===== config.mk =====
export PLATFORM = sky130hd
export DESIGN_NAME = mskaes_128bits_round_ctrl
export DESIGN_NICKNAME = d
export VERILOG_FILES = /design/src/rtl/mskaes_128bits_round_ctrl_pkg.sv /design/src/rtl/mskaes_128bits_round_ctrl_rcon_step.sv /design/src/rtl/mskaes_128bits_round_ctrl.sv
export SDC_FILE = /design/constraint.sdc
export NUM_CORES = 1
export LEC_CHECK = 0
export ABC_AREA = 1
export CAP_MARGIN = 20
export CORE_MARGIN = 4
export CORE_UTILIZATION = 49
export CTS_CLUSTER_SIZE = 16
export DETAILED_ROUTE_END_ITERATION = 10
export GPL_ROUTABILITY_DRIVEN = 0
export PLACE_DENSITY = 0.88
export SLEW_MARGIN = 20
export SYNTH_ARGS = -nofsm -noshare
export SYNTH_HDL_FRONTEND = slang
export SYNTH_SLANG_ARGS = --single-unit

===== constraint.sdc =====
create_clock -name clk -period 1.8 [get_ports clk]
set_input_delay 0.36 -clock clk [delete_from_list [all_inputs] [get_ports clk]]
set_output_delay 0.36 -clock clk [all_outputs]
set_load 0.005 [all_outputs]

===== src/rtl/mskaes_128bits_round_ctrl_pkg.sv =====
// Shared constants, state encoding and GF(2^8) helper for the masked AES-128 round sequencer.
// No logic of its own; latency not applicable.
// No flow control; pure definitions.
package mskaes_128bits_round_ctrl_pkg;

   // Controller phases: wait for a block, run the rounds, present the result, flush the pipelines
   typedef enum logic [1:0] {
      ST_IDLE  = 2'd0,
      ST_ROUND = 2'd1,
      ST_FINAL = 2'd2,
      ST_CLEAN = 2'd3
   } ctrl_state_e;

   localparam int          NROUNDS    = 10;
   localparam logic [3:0]  ROUND_LAST = 4'(NROUNDS);
   localparam logic [7:0]  RCON_INIT  = 8'h01;

   // Multiply by x in GF(2^8) modulo the AES polynomial x^8+x^4+x^3+x+1
   function automatic logic [7:0] gf_xtime(input logic [7:0] a);
      return {a[6:0], 1'b0} ^ (a[7] ? 8'h1b : 8'h00);
   endfunction

endpackage


===== src/rtl/mskaes_128bits_round_ctrl_rcon_step.sv =====
// Next round constant from the current one (GF(2^8) xtime, 8'h80 wraps to 8'h1b).
// Purely combinational, zero cycles.
// No flow control.
module mskaes_rcon_step
   import mskaes_128bits_round_ctrl_pkg::*;
(
   input  logic [7:0] rcon_in,
   output logic [7:0] rcon_out
);

   // Single GF(2^8) doubling; kept as a module so key-schedule tests can reuse it
   always_comb begin
      rcon_out = gf_xtime(rcon_in);
   end

endmodule


===== src/rtl/mskaes_128bits_round_ctrl.sv =====
// Sequencer for the masked AES-128 round datapath: enables, round counter, RCON, MC bypass, cleaning.
// One block takes 10*LATENCY cycles after acceptance; out_valid follows one cycle after the last update.
// Result held in FINAL until out_ready; new blocks accepted only in IDLE (in_ready).
module mskaes_128bits_round_ctrl
   import mskaes_128bits_round_ctrl_pkg::*;
#(
   parameter int LATENCY      = 4,
   parameter int CLEAN_CYCLES = LATENCY
)(
   input  logic       clk,
   input  logic       rst,
   input  logic       in_valid,
   output logic       in_ready,
   output logic       out_valid,
   input  logic       out_ready,
   output logic       busy,
   output logic       en_load,
   output logic       en_state,
   output logic       en_key,
   output logic       sel_last,
   output logic [7:0] rcon,
   output logic [3:0] round_idx,
   output logic       cleaning_on,
   output logic       rnd_req
);

   localparam int LW = $clog2(LATENCY + 1);
   localparam int CW = $clog2(CLEAN_CYCLES + 1);
   localparam logic [LW-1:0] LAT_LAST   = LW'(LATENCY - 1);
   localparam logic [CW-1:0] CLEAN_LAST = CW'(CLEAN_CYCLES - 1);

   ctrl_state_e   state, state_nxt;
   logic [LW-1:0] lat_cnt, lat_cnt_nxt;
   logic [CW-1:0] clean_cnt, clean_cnt_nxt;
   logic [3:0]    round_nxt;
   logic [7:0]    rcon_nxt;
   logic [7:0]    rcon_step;

   mskaes_rcon_step u_rcon_step (
      .rcon_in  (rcon),
      .rcon_out (rcon_step)
   );

   // State, counters, round index and round constant; reset abandons any block in flight
   always_ff @(posedge clk) begin
      if (rst) begin
         state     <= ST_IDLE;
         lat_cnt   <= '0;
         clean_cnt <= '0;
         round_idx <= 4'd0;
         rcon      <= RCON_INIT;
      end else begin
         state     <= state_nxt;
         lat_cnt   <= lat_cnt_nxt;
         clean_cnt <= clean_cnt_nxt;
         round_idx <= round_nxt;
         rcon      <= rcon_nxt;
      end
   end

   // Next-state and output decode; only en_load looks at an input combinationally
   always_comb begin
      state_nxt     = state;
      lat_cnt_nxt   = lat_cnt;
      clean_cnt_nxt = clean_cnt;
      round_nxt     = round_idx;
      rcon_nxt      = rcon;
      in_ready      = 1'b0;
      out_valid     = 1'b0;
      busy          = 1'b0;
      en_load       = 1'b0;
      en_state      = 1'b0;
      en_key        = 1'b0;
      sel_last      = 1'b0;
      cleaning_on   = 1'b0;
      rnd_req       = 1'b0;

      case (state)
         ST_IDLE: begin
            in_ready = 1'b1;
            if (in_valid) begin
               en_load     = 1'b1;
               state_nxt   = ST_ROUND;
               lat_cnt_nxt = '0;
               round_nxt   = 4'd1;
            end
         end

         ST_ROUND: begin
            busy     = 1'b1;
            rnd_req  = 1'b1;
            sel_last = (round_idx == ROUND_LAST);
            if (lat_cnt == LAT_LAST) begin
               // Round output leaves the S-box pipeline this cycle
               en_state    = 1'b1;
               en_key      = 1'b1;
               lat_cnt_nxt = '0;
               if (round_idx == ROUND_LAST) begin
                  // Round index and RCON stay on round 10 until the pipeline is cleaned
                  state_nxt = ST_FINAL;
               end else begin
                  round_nxt = round_idx + 4'd1;
                  rcon_nxt  = rcon_step;
               end
            end else begin
               lat_cnt_nxt = lat_cnt + LW'(1);
            end
         end

         ST_FINAL: begin
            busy      = 1'b1;
            out_valid = 1'b1;
            if (out_ready) begin
               state_nxt     = ST_CLEAN;
               clean_cnt_nxt = '0;
            end
         end

         ST_CLEAN: begin
            busy        = 1'b1;
            cleaning_on = 1'b1;
            rnd_req     = 1'b1;
            if (clean_cnt == CLEAN_LAST) begin
               state_nxt = ST_IDLE;
               rcon_nxt  = RCON_INIT;
               round_nxt = 4'd0;
            end else begin
               clean_cnt_nxt = clean_cnt + CW'(1);
            end
         end

         default: begin
            state_nxt = ST_IDLE;
         end
      endcase
   end

endmodule


==> flow_summary.yaml, run 1 <==
finish:
  final_util: 0.7435
  drive_above_1_share: 0.2385
  fin_cells: 246
  n_fill_cell: 158
  antenna_cells: 0
  syn2layout_area_growth_pct: 39.14
  fin_nets: 233
timing:
  max_slew_margin: 0.7849
  rsz0062_at_grt: "true"
  timing.hold.ws_ns: 0.4724
  worstMarginPinSlew_ns: 0.3193
  fmax_mhz: 579.9
  fin_skew_ns: 0.003247
  setup_violations: 0
  layout_setup_ws_ns: 0.07561
  hold_viol_final: 0
  min_period_ns: 1.724
  drv_slew: 0
  post-route-period-util: 0.9580
floorplanning:
  ios: 25
  core.rowCount: 17
  initial_core_util: 0.5343
  die_w_um: 58.05
  fp.dieH_um: 58.05
  dieArea_sq_um: 3370
  core_sq_um: 2297
pwr:
  clkPwrFrac: 0.104
  vdd_ir_drop_max_v: 0.001164
  internal-power_mw: 1.466
  p_leak_nw: 0.8392
  sequentialPowerShare: 0.294
  p_per_area_nw_per_um2: 1500
  power_switching_mw: 1.096
  switching_share: 0.4277
  pwr-share-comb: 0.602
clocking:
  postCtsHoldBufs: 0
  cts.sinks: 20
  cts_max_level: 1
  ctsRootBufferMaster: "clkbuf_4"
  cts-buffers-inserted: 3
  cts_tree: "yes"
  cts_max_path_buffers: 2
  clock_latency_ns: 0.30
  clk_pin_slew_worst_paths_ns: 0.12
routing:
  routed_via_density: 5.260
  drc: 0
  dr.pass1.iters: 4
  totalWireLength_um: 3348
  vias: 1294
  ant_nets: 0
  wl_per_cell_um: 13.61
  drt-initial-drc-count: 48
yosys:
  yosysTopAreaCell: "dfxtp_1"
  yosysTopAreaCellShare: 0.3262
  synth-seq-cells: 20
  synthTopCellsByCount: "nand2_1 (42), inv_1 (27), nor2_1 (25)"
  yosysWarnings: 0
  yosysMostFrequentCell: "nand2_1"
  async_flop_share: 0
  syn_area_sq_um: 1227
  synth_cell_types: 28
  syn-num-nets: 191
  synth_area_leaders: "dfxtp_1 (33%), nand2_1 (13%), ha_1 (10%), inv_1 (8.3%), nor2_1 (7.6%)"
  syn_inst: 177
  ys_seq_area_frac: 0.3262
  synth-edff-count: 0
  syn_area_per_cell_sq_um: 6.935
  synth_ff_type: "dfxtp_1"
worst_setup_path:
  crit_path_start: "state[0]"
  crit_arrival_ns: 1.36
  cp_top_family: "flip-flops"
  path_cells: "buf_4, ha_4, inv_1, nor2_2, clkdlybuf4s15_1"
  worst-path-buf-inv: 3
  cp_slowest_stage_delay_ns: 0.41
  critPathMaxFanout: 5
  path_class: "flop to primary output"
  end_kind: "primary output"
  cpMaxStageDelayCell: "dfxtp_4"
  worst_ep_required_time_ns: 1.44
  r2r_start: "state[0]"
  critPathLaunchType: "flop"
global_routing:
  grt_max_degree: 16
  grt_pass1_wl_um: 5720
  globalRouteTotalUtil: 0.2137
  grt_pass1_vias: 1327
  gr-total-overflow: 0
  grt_antenna_before_repair: 0
placed_design:
  io_buffer_count: 24
  place_ws_ns: -0.04122
  dp_cells: 237
  dp_hpwl_um: 2378
outcome:
  run_status: "finished clean"
flow_run:
  maxCapViolations: 0
min_path:
  min_from: "clean_cnt[2]"
  hp-class: "flop to flop"
-- sequential cells by signal, indices dropped and copies added, names as in the netlist --
register,cells
round_idx,4
clean_cnt,3
rcon,8
lat_cnt,3
state,2
-- path summary, 6_finish.rpt --
path | slack, ns | cells past startpoint | to
worst min register to register | 0.47 | 2 | clean_cnt[2]
worst max-delay path | 0.08 | 5 | en_state
worst max register to register | 0.10 | 8 | rcon[1]
worst min-delay path | 0.47 | 2 | clean_cnt[2]
-- area by class of cell --
cell class | count | area, sq um | share of cell area
Clock buffer | 4 | 36.28 | 0.02125
Inverter | 29 | 118.9 | 0.06960
Tap cell | 28 | 35.03 | 0.02051
Timing Repair Buffer | 41 | 364.1 | 0.2132
Multi-Input combinational cell | 124 | 742.0 | 0.4344
Sequential cell | 20 | 411.6 | 0.2410
-- through the flow --
stage	TNS, ns	instance area (sq um)	power (mW)
6_report	0	1708	2.562
5_1_grt	-0.02090	1708	2.774
4_1_cts	0	1703	2.536
3_5_place_dp	-0.04122	1551	2.122
3_3_place_gp	0	1551	2.052
2_1_floorplan	0	1227	1.549
-- cell usage in the layout, fill, tap and decap left out, drive strengths merged --
master	netlist	routed
clkdlybuf4s50	0	15
nand3	11	11
o21ai	8	8
clkdlybuf4s15	0	3
clkbuf	1	5
buf	3	17
nor2	28	28
nand2	44	44
a21oi	16	16
dlymetal6s2s	0	2
nand4	3	3
and3	1	1
dfxtp	20	20
dlygate4sd2	0	3
o2111ai	1	1
xor2	1	1
ha	10	10
inv	29	29
a31oi	1	1
-- worst register-to-register path, stage by stage (launching register included) --
cell and delay (ns):
dfxtp_4 0.39, buf_4 0.14, ha_4 0.16, buf_4 0.16, a21oi_4 0.27, nand3_4 0.23, nand2_1 0.13, nand2_1 0.05
nor2_1 0.10
-- power by group through the flow --
stage          clock network, mW  logic, mW  registers [mW]
6_report                   0.267       1.54           0.753
5_1_grt                    0.282       1.72           0.771
4_1_cts                    0.273       1.51           0.750
3_5_place_dp                   0       1.39           0.733
3_3_place_gp                   0       1.33           0.721
2_1_floorplan                  0      0.816           0.732
-- layer usage --
layer  routed length [um]  vias up  global-route usage
li1                     -      638                   -
met1                 1415      594              0.2385
met2                 1640       48              0.3774
met3                  174       14             0.05345
met4                  118        0             0.09934
met5                    0        -                   0
-- timing repair --
action | in CTS | in global routing
setup buffers | 5 | 0
endpoints found under the setup margin | 9 | 9
gates resized for setup | 34 | 7
pin swaps | 2 | 2
-- kinds of logic after synthesis --
| logic type | after synthesis | synth area share |
|---|---|---|
| compound gates | 26 | 0.1254 |
| xor+xnor | 1 | 0.007137 |
| buf+inv | 33 | 0.1244 |
| simple gates | 87 | 0.3150 |
| fa+ha+maj | 10 | 0.1019 |
| flops | 20 | 0.3262 |
(Power assumes the default switching activity.)
==> run 2: changes to the inputs <==
--- a/config.mk
+++ b/config.mk
@@ -13,7 +13,6 @@
 export DETAILED_ROUTE_END_ITERATION = 10
 export GPL_ROUTABILITY_DRIVEN = 0
 export PLACE_DENSITY = 0.88
-export SLEW_MARGIN = 20
 export SYNTH_ARGS = -nofsm -noshare
 export SYNTH_HDL_FRONTEND = slang
 export SYNTH_SLANG_ARGS = --single-unit
==> results of run 2 <==
No change in the layout: final DEF, timing and power equal those of run 1.
==> run 3: changes to the inputs <==
--- a/config.mk
+++ b/config.mk
@@ -6,7 +6,6 @@
 export NUM_CORES = 1
 export LEC_CHECK = 0
 export ABC_AREA = 1
-export CAP_MARGIN = 20
 export CORE_MARGIN = 4
 export CORE_UTILIZATION = 49
 export CTS_CLUSTER_SIZE = 16
==> results of run 3 <==
No change in the layout: final DEF, timing and power equal those of run 1.
